--- config.mk ---
export PLATFORM = sky130hd
export DESIGN_NAME = rr_pipe_arbiter
export DESIGN_NICKNAME = d
export VERILOG_FILES = /design/src/rtl/rr_pipe_arbiter.sv
export SDC_FILE = /design/constraint.sdc
export NUM_CORES = 1
export LEC_CHECK = 0
export CAP_MARGIN = 20
export CORE_UTILIZATION = 40
export DETAILED_ROUTE_END_ITERATION = 8
export HOLD_SLACK_MARGIN = 0.03
export PLACE_DENSITY = 0.95
export SKIP_CTS_REPAIR_TIMING = 1
export SYNTH_ARGS = -nofsm -noshare
export SYNTH_HDL_FRONTEND = slang
export SYNTH_SLANG_ARGS = --single-unit
--- constraint.sdc ---
create_clock -name clk -period 7.01 [get_ports clk]
set_input_delay 1.402 -clock clk [delete_from_list [all_inputs] [get_ports clk]]
set_output_delay 1.402 -clock clk [all_outputs]
set_load 0.01 [all_outputs]
--- src/rtl/rr_pipe_arbiter.sv ---
// Packet-aware round-robin arbiter: N_REQ upstream valid/data/enable pipes
// share one downstream pipe through a single registered output stage.
module rr_pipe_arbiter #(
  parameter int N_REQ     = 4,
  parameter int DW        = 32,
  parameter int MAX_BURST = 8
) (
  input  logic                       clk,
  input  logic                       rst,
  input  logic [N_REQ-1:0]           v_up,
  input  logic [N_REQ*DW-1:0]        d_up,
  input  logic [N_REQ-1:0]           l_up,
  output logic [N_REQ-1:0]           e_up,
  output logic                       v_down,
  output logic [DW-1:0]              d_down,
  output logic                       l_down,
  output logic [$clog2(N_REQ)-1:0]   gnt_id,
  input  logic                       e_down,
  output logic                       busy
);

  localparam int IW = $clog2(N_REQ);
  localparam int CW = $clog2(MAX_BURST + 1);

  typedef enum logic {IDLE, LOCKED} state_t;

  state_t          state;
  logic [IW-1:0]   ptr;
  logic [IW-1:0]   owner;
  logic [CW-1:0]   cnt;

  logic [DW-1:0]   d_arr [N_REQ];
  logic [IW-1:0]   idx;
  logic [IW-1:0]   win;
  logic            found;
  logic [IW-1:0]   sel;
  logic            sel_v;
  logic            sel_l;
  logic [DW-1:0]   sel_d;
  logic            accept;
  logic            xfer;
  logic [CW-1:0]   cnt_inc;
  logic            rel;

  function automatic logic [IW-1:0] inc_wrap(input logic [IW-1:0] i);
    return (int'(i) == N_REQ - 1) ? '0 : i + 1'b1;
  endfunction

  for (genvar i = 0; i < N_REQ; i++) begin : g_unpack
    assign d_arr[i] = d_up[i*DW +: DW];
  end

  // Stage p0: requester selection and upstream enable
  always_comb begin
    idx   = '0;
    win   = '0;
    found = 1'b0;
    for (int k = 0; k < N_REQ; k++) begin
      idx = IW'((int'(ptr) + k) % N_REQ);
      if (!found && v_up[idx]) begin
        found = 1'b1;
        win   = idx;
      end
    end

    sel     = (state == LOCKED) ? owner : win;
    sel_v   = (state == LOCKED) ? v_up[owner] : found;
    sel_l   = l_up[sel];
    sel_d   = d_arr[sel];
    accept  = e_down | ~v_down;
    xfer    = sel_v & accept;
    cnt_inc = cnt + 1'b1;
    // cnt is 0 in IDLE, so the cap test also covers MAX_BURST == 1
    rel     = sel_l | (cnt_inc == CW'(MAX_BURST));

    e_up = '0;
    if (state == LOCKED || found) e_up[sel] = accept;
  end

  // Stage p1: grant state and registered output
  always_ff @(posedge clk) begin
    if (rst) begin
      state  <= IDLE;
      ptr    <= '0;
      owner  <= '0;
      cnt    <= '0;
      v_down <= 1'b0;
      l_down <= 1'b0;
      d_down <= '0;
      gnt_id <= '0;
    end else begin
      if (xfer) begin
        if (rel) begin
          state <= IDLE;
          ptr   <= inc_wrap(sel);
          cnt   <= '0;
        end else begin
          state <= LOCKED;
          owner <= sel;
          cnt   <= cnt_inc;
        end
      end
      if (accept) begin
        v_down <= xfer;
        gnt_id <= sel;
      end
      if (xfer) begin
        d_down <= sel_d;
        l_down <= sel_l;
      end
    end
  end

  assign busy = (state == LOCKED);

endmodule

; ---- Yosys cells after proc, flatten, opt, wreduce, memory -nomap -nowiden
; Index checks and enable logic that the tools add are counted.
[word_totals]
reg_bits = 45
latch_bits = 0
ram_bits = 0
mem_bits_ro = 0
in_bits = 139
output_inout_bits = 41
memories = 0
[op_classes]
add_sub_neg = 5
multipliers = 0
div = 0
magnitude_cmp = 8
eq_ne = 2
shift = 0
muxes = 31
n_bitwise = 7
reduce_logical = 10
[ops]
columns = operator, count
row1 = $bmux W32 S2, 1
row2 = $mux W32, 2
row3 = $lt A2 B3 Y1 const B, 6
row4 = $mux W1, 13
row5 = $bmux W1 S2, 6
row6 = $mux W2, 6
row7 = $mux W4, 2
row8 = $add A2 B1 Y2 const B, 2
row9 = $add A2 B2 Y2 const B, 2
row10 = $add A4 B1 Y4 const B, 1
row11 = $and A4 B4 Y4, 1
row12 = $eq A4 B4 Y1 const B, 1
row13 = $logic_and A1 B1 Y1, 4
row14 = $reduce_and A2 Y1, 2
row15 = $ge A3 B3 Y1 const B, 1
row16 = $logic_not A1 Y1, 3
row17 = $not A2 Y3, 1
row18 = $demux W1 S2, 1
row19 = $eq A2 B1 Y1 const B, 1
row20 = $ge A2 B1 Y1 const B, 1
row21 = $not A1 Y1, 2
row22 = $or A1 B1 Y1, 2
row23 = $and A1 B1 Y1, 1
row24 = $logic_or A1 B1 Y1, 1

; ---- Depth between registers and ports, before layout
; Gate-level depths: netlist of the first run.
[logic_depth]
ltp_word = 19
mapped_depth = 12

; ---- Worst setup path after synthesis of the first run
; Ideal clock, no wire load.
[synth_timing]
path_type = in2out
startpoint = in v_up[1]
endpoint = out e_up[3]
arrival_time_ps = 2843
required_ps = 5608
setup_slack_ps = 2765
cell_stages = 7
n_path_buf = 1
cell_sequence = and4bb_1 -> a31o_1 -> a221o_1 -> nand2_2 -> buf_2 -> ha_1 -> and3_1
[synth_between]
elab_chain_len = 19
word_cells_on_any_way = 31
classes_between = order compare (2) / mux (20) / bitwise (1) / reduce/logical (8)
[synth_lines]
columns = element, line_no
row1 = "start, declared", 10  ; input logic [N_REQ-1:0] v_up,
row2 = $bmux W1 S2, 60  ; if (!found && v_up[idx]) begin
row3 = $mux W1 (implied by the code), 60
row4 = $mux W1, 60
row5 = $logic_not A1 Y1, 60
row6 = $logic_and A1 B1 Y1, 60
row7 = $mux W1, 60
row8 = $logic_not A1 Y1, 60
row9 = $logic_and A1 B1 Y1, 60
row10 = [3 not listed], --
row11 = $mux W2, 60
row12 = $mux W2, 66  ; sel = (state == LOCKED) ? owner : win;
row13 = $lt A2 B3 Y1 (implied by the code) / $ge A2 B1 Y1 (equally long branches), 77  ; if (state == LOCKED || found) e_up[sel] = accept;
row14 = $logic_and A1 B1 Y1 (implied by the code), 77
row15 = $mux W1 (implied by the code), 77
row16 = $demux W1 S2, 77
row17 = $and A4 B4 Y4 (no line), --
row18 = $mux W4 (*), 77
row19 = "end, declared", 13  ; output logic [N_REQ-1:0] e_up,
; Every way passes the cells marked *; elsewhere a longest branch is shown, timed or not. The select of a mux whose other input is x is not followed.

; ---- Worst setup path in the final report of the first run
[layout_timing]
startpoint = in v_up[0]
endpoint = out e_up[3]
; The elaborated chain is that of the path after synthesis.

==> flow_metrics.py, run 1 <==
metrics = {
    "yosys": {
        "synth_top_cell_area_share": 0.3105,
        "yosys_warnings": 0,
        "synth_nets": 482,
        "synth-seq-cells": 45,
        "synth_top_area_cell": "dfxtp_1",
        "synth_edf_count": 0,
        "synth_area_per_cell_um2": 8.509,
        "synth-main-ff-cell": "dfxtp_1",
        "synthesis.area_um2": 2902,
        "postSynthCellCount": 341,
        "yosysSeqAreaShare": 0.3105,
        "synth.area.top_cells": "dfxtp_1 31%, mux2i_1 23%, a32o_1 11%",
        "synth_async_sr_flop_share": 0,
        "synth_cell_types": 46,
    },
    "global_routing": {
        "track_usage": 0.2446,
        "grt_pass1_wl_mm": 14.71,
        "grt_max_degree": 40,
        "antenna_found_initial": 0,
        "grt_pass1_vias": 3253,
        "grt_overflow_total": 0,
    },
    "floorplanning": {
        "die_area_um2": 7599,
        "die_h_um": 87.17,
        "rows": 30,
        "die_w_um": 87.17,
        "start_util": 0.4201,
        "coreArea_um2": 6907,
        "ios": 180,
    },
    "drt": {
        "via_per_inst": 5.384,
        "drtAntennaViolNets": 0,
        "wl_per_cell_um": 15.41,
        "drc_errors": 0,
        "vias": 3241,
        "drt-total-wl_mm": 9.279,
        "drt-pass1-iter-count": 4,
        "drtIter0Drc": 145,
    },
    "timing": {
        "final_hold_viol_count": 0,
        "hold-worst-slack_ns": 0.4726,
        "fmax_mhz": 175.2,
        "max-slew-margin-rel": 0.5487,
        "worst_slew_pin_slew_ns": 0.6760,
        "period_share": 0.8142,
        "fin_setup_tns_ns": 0,
        "slew_violations": 0,
        "setup_viol": 0,
        "rsz0062_at_grt": "no",
        "fin_worst_skew_ns": 0.002674,
        "period_needed_ns": 5.708,
    },
    "finish": {
        "layout_commonest_cell": "clkdlybuf4s50_1",
        "fin_util": 0.7027,
        "final_cell_mix": "179 x clkdlybuf4s50_1, 83 x nand2_1, 66 x mux2i_1",
        "multi_input_area_um2": 1858,
        "fill_cells": 551,
        "regArea_um2": 900.9,
        "final_cell_area_um2": 4853,
        "fin_nets": 646,
        "drive_gt1_frac": 0.04348,
        "diodes": 0,
        "syn_to_final_growth_pct": 67.27,
    },
    "worst_setup_path": {
        "reg2reg_to": "d_down[23]$_SDFFE_PP0P_",
        "path_max_fanout": 39,
        "slowest_stage": "inv_2",
        "crit_family": "buffers and inverters",
        "worst_setup_path_end_kind": "primary output",
        "timing.rr.start": "ptr[1]$_SDFFE_PP0P_",
        "critical_path_arrival_ns": 4.31,
        "worstPathRequired_ns": 5.61,
        "crit_chain": "clkdlybuf4s50_1 > mux2i_1 > a211oi_1 > a211o_1 > buf_4 > inv_2 > ha_1 > and3_1 > clkdlybuf4s50_1",
        "critical_path_buf_inv_count": 4,
        "rr_worst_depth": 8,
        "worstSetupPathType": "input port to primary output",
        "critPathMaxStageDelay_ns": 0.55,
        "critPathLaunchType": "input port",
        "cpMostUsedCell": "clkdlybuf4s50_1",
        "timing.reg2reg.setup_slack_ns": 3.77,
    },
    "place": {
        "portBuffers": 179,
        "hpwl_mm": 7.106,
        "gp_congestion": 0.8224,
        "place_area_um2": 4720,
    },
    "clock_tree": {
        "cts_htree_levels": 2,
        "cts_tree": "done",
        "clkTransAtPathRegs_ns": 0.08,
        "numCtsBuffers": 5,
        "root_buffer": "clkbuf_8",
        "clk_latency_ns": 0.30,
        "clockBufferDepth": 2,
        "clock_sinks": 45,
    },
    "power_and_ir_drop": {
        "p_leak_nw": 1.839,
        "power_density_nw_per_um2": 363.3,
        "ir_drop_uv": 216.6,
        "power_w": 0.001763,
    },
    "worst_hold_path": {
        "hold_class": "register to register",
        "min_from": "d_down[0]$_SDFFE_PP0P_",
        "whs_endpoint": "d_down[0]$_SDFFE_PP0P_",
        "hold_path_depth": 1,
    },
    "status": {
        "status": "completed",
    },
    "run": {
        "maxCapViolCount": 0,
    },
}
[worst max path at each step]
stage / startpoint / to / slack [ns] / cells past startpoint
floorplan: v_up[1] / e_up[3] / 2.77 / 7
global placement: v_up[0] / e_up[3] / 1.38 / 9
detailed placement: v_up[0] / e_up[3] / 1.31 / 9
CTS: v_up[0] / e_up[3] / 1.30 / 9
global route: v_up[2] / e_up[3] / 1.10 / 9
finish: v_up[0] / e_up[3] / 1.30 / 9
[Yosys cell counts (2+ instances only)]
cell	instances
nand2_1	83
mux2i_1	66
dfxtp_1	45
a32o_1	32
nor2_1	17
clkbuf_1	13
a21oi_1	12
buf_4	6
nand3_1	6
buf_2	5
inv_1	4
nor2b_1	4
a211oi_1	3
and2_1	3
nand2b_1	3
a311oi_2	2
a32oi_1	2
and3_1	2
ha_1	2
nand3b_1	2
nor3_1	2
o21ai_0	2
or3_1	2
[worst register-to-register path, stage by stage, from the launching register on]
cell and delay [ns]:
dfxtp_1 0.54, and4bb_1 0.25, a31o_1 0.20, a221o_1 0.37, nand2_4 0.49, buf_4 0.58, mux2i_1 0.34, nand2_1 0.09
a32o_1 0.28
[cell families (layout without fill, tap and decap cells)]
group / after synthesis / in the layout / synth area share
AND/OR/NAND/NOR: 128 / 128 / 0.1897
adder cells (fa/ha/maj): 2 / 2 / 0.008623
XOR/XNOR: 1 / 1 / 0.003019
buffers and inverters: 31 / 196 / 0.05260
AO/OA/AOI/OAI: 67 / 67 / 0.2001
flip-flops: 45 / 45 / 0.3105
multiplexers: 67 / 67 / 0.2354
[stage by stage]
| stage | cells | worst slack [ns] |
|---|---|---|
| finish | 602 | 1.302 |
| detailed placement | 594 | 1.314 |
| global placement | 594 | 1.378 |
| global route | 602 | 1.097 |
| CTS | 602 | 1.305 |
| floorplan | 341 | 2.765 |
[final cells by class]
type                            count  share of cell area
Clock buffer                        5             0.01418
Tap cell                           96             0.02475
Clock inverter                      3             0.01341
Sequential cell                    45              0.1856
Timing Repair Buffer              183              0.3754
Multi-Input combinational cell    265              0.3828
Inverter                            5            0.003867
[routing by layer]
layer / share of wire / track usage
met5: 0 / 0
met4: 0.019 / 0.08048
met3: 0.071 / 0.06256
met2: 0.51 / 0.4531
met1: 0.40 / 0.2714
[report_power, final]
| group | switching, W | internal [W] |
|---|---|---|
| Sequential | 0.0000862 | 0.000369 |
| Clock | 0.0000905 | 0.000142 |
| Combinational | 0.000527 | 0.000549 |
| Total | 0.000704 | 0.00106 |
[state kept, by name (all words and copies together), names as in the netlist]
name	flops
v_down	1
busy	1
owner	2
cnt	4
ptr	2
gnt_id	2
l_down	1
d_down	32
Note: power is estimated with default switching activity, not from simulation.
==> inputs of run 2 (changes only) <==
- CORE_UTILIZATION: 40 -> 34
- PLACE_DENSITY: 0.95 -> 0.88
- clock period: 7.01 -> 5.1 ns (I/O delays scaled with it)
==> run 2 against run 1 <==
Compared with the run above:
- routed wire length rose by 3.6%
- core utilization fell by 11 points
- register-to-register slack got worse by 1.5 ns
- critical path depth fell by 1
- critical path type unchanged
- non-clock buffer count rose by 2
- combinational power rose by 38%
- first-iteration DRC count rose by 10%
- die area rose by 17%
- worst hold slack got worse by 0.010 ns
==> flow_metrics.py, run 2 (synthesized netlist as in run 1, its figures left out) <==
metrics = {
    "status": {
        "status": "completed",
    },
    "place": {
        "place_area_um2": 4746,
        "dp_cells": 605,
        "hpwl_mm": 7.436,
        "portBuffers": 179,
        "gp_congestion": 0.8753,
    },
    "drt": {
        "wl_per_cell_um": 15.68,
        "drc_errors": 0,
        "drt-total-wl_mm": 9.610,
        "vias": 3278,
        "drtAntennaViolNets": 0,
        "drt-pass1-iter-count": 5,
        "via_per_inst": 5.347,
        "drtIter0Drc": 160,
    },
    "timing": {
        "final_hold_viol_count": 0,
        "worst_slew_pin_slew_ns": 0.7173,
        "slew_violations": 0,
        "hold-worst-slack_ns": 0.4622,
        "setup_viol": 0,
        "period_share": 0.8746,
        "max-slew-margin-rel": 0.5213,
        "fin_worst_skew_ns": 0.01251,
        "fin_setup_tns_ns": 0,
        "fmax_mhz": 224.2,
        "rsz0062_at_grt": "no",
        "period_needed_ns": 4.461,
    },
    "finish": {
        "largest_reg_flops": 32,
        "largest_register": "d_down",
        "multi_input_area_um2": 1858,
        "fin_nets": 648,
        "layout_commonest_cell": "clkdlybuf4s50_1",
        "syn_to_final_growth_pct": 67.62,
        "final_cell_area_um2": 4863,
        "diodes": 0,
        "regArea_um2": 900.9,
        "drive_gt1_frac": 0.04724,
        "final_cell_mix": "179 x clkdlybuf4s50_1, 83 x nand2_1, 66 x mux2i_1",
        "top_regs": "d_down x32, cnt x4",
        "fill_cells": 741,
        "final_cells": 613,
    },
    "global_routing": {
        "gr-usage-met1": 0.2466,
        "grt_pass1_vias": 3346,
        "grt_most_used_layer": "met2",
        "met2_usage": 0.3847,
        "track_usage": 0.2168,
        "grt_max_degree": 40,
        "met3_usage": 0.06039,
        "antenna_found_initial": 0,
        "grt_overflow_total": 0,
        "grt_pass1_wl_mm": 15.35,
    },
    "worst_setup_path": {
        "worstPathRequired_ns": 4.08,
        "path_max_fanout": 8,
        "worstSetupPathType": "input port to primary output",
        "critPathLaunchType": "input port",
        "timing.rr.start": "ptr[1]$_SDFFE_PP0P_",
        "worst_setup_path_end_kind": "primary output",
        "crit_start": "v_up[1]",
        "critical_path_arrival_ns": 3.44,
    },
    "power_and_ir_drop": {
        "ir_drop_uv": 245.5,
        "p_leak_nw": 1.838,
        "power_w": 0.002394,
        "power_density_nw_per_um2": 492.2,
    },
    "clock_tree": {
        "cts_htree_levels": 2,
        "numCtsBuffers": 5,
        "clockBufferDepth": 2,
        "clkTransAtPathRegs_ns": 0.08,
        "cts_tree": "done",
        "root_buffer": "clkbuf_8",
        "clock_sinks": 45,
        "clk_latency_ns": 0.30,
    },
    "run": {
        "maxCapViolCount": 0,
    },
    "floorplanning": {
        "start_util": 0.3514,
        "die_w_um": 94.38,
        "ios": 180,
        "rows": 33,
        "coreArea_um2": 8258,
        "die_h_um": 94.38,
        "die_area_um2": 8908,
    },
    "worst_hold_path": {
        "min_from": "l_down$_SDFFE_PP0P_",
        "hold_class": "register to register",
    },
}
-- run 2: layout make-up --
cell class                 instances  area share
multi-input combinational        265      0.3820
clock inverter                     3     0.01003
inverter                           5    0.003859
tap                              105     0.02701
timing repair buffer             185      0.3777
sequential                        45      0.1852
clock buffer                       5     0.01415
-- run 2: worst paths after layout --
check	endpoint	slack, ns	depth (start not counted)
worst max-delay path	e_up[3]	0.64	8
worst min register to register	l_down$_SDFFE_PP0P_	0.46	2
worst max register to register	d_down[28]$_SDFFE_PP0P_	2.32	8
worst min-delay path	l_down$_SDFFE_PP0P_	0.46	2
-- run 2: power by group --
group / internal [W] / switching (W)
registers: 0.000505 / 0.000116
clock network: 0.000149 / 0.000134
logic: 0.000759 / 0.000730
-- run 2: through the flow --
step                      setup slack (ns)    util
after floorplan                      1.619       -
after global placement              0.7166  0.5747
after detailed placement            0.6602  0.5747
after CTS                           0.6534  0.5889
after global routing                0.5129  0.5889
final                               0.6395  0.5889
-- run 2: layer usage --
| layer | vias to the layer above | wire length (um) |
|---|---|---|
| met5 | - | 0 |
| met4 | 0 | 238 |
| met3 | 20 | 732 |
| met2 | 147 | 4837 |
| met1 | 1530 | 3803 |
| li1 | 1581 | - |
-- run 2: critical path, cell delays in order --
cell and delay, ns:
clkdlybuf4s50_1 0.61, and4bb_1 0.27, a31o_1 0.20, a221o_1 0.37, nand2_4 0.11, ha_1 0.17
and3_1 0.16, clkdlybuf4s50_1 0.53
==> inputs of run 3 (changes only) <==
- CTS_CLUSTER_DIAMETER: not set -> 60
==> results of run 3 <==
Final layout, timing and power as in run 2 (identical DEF).
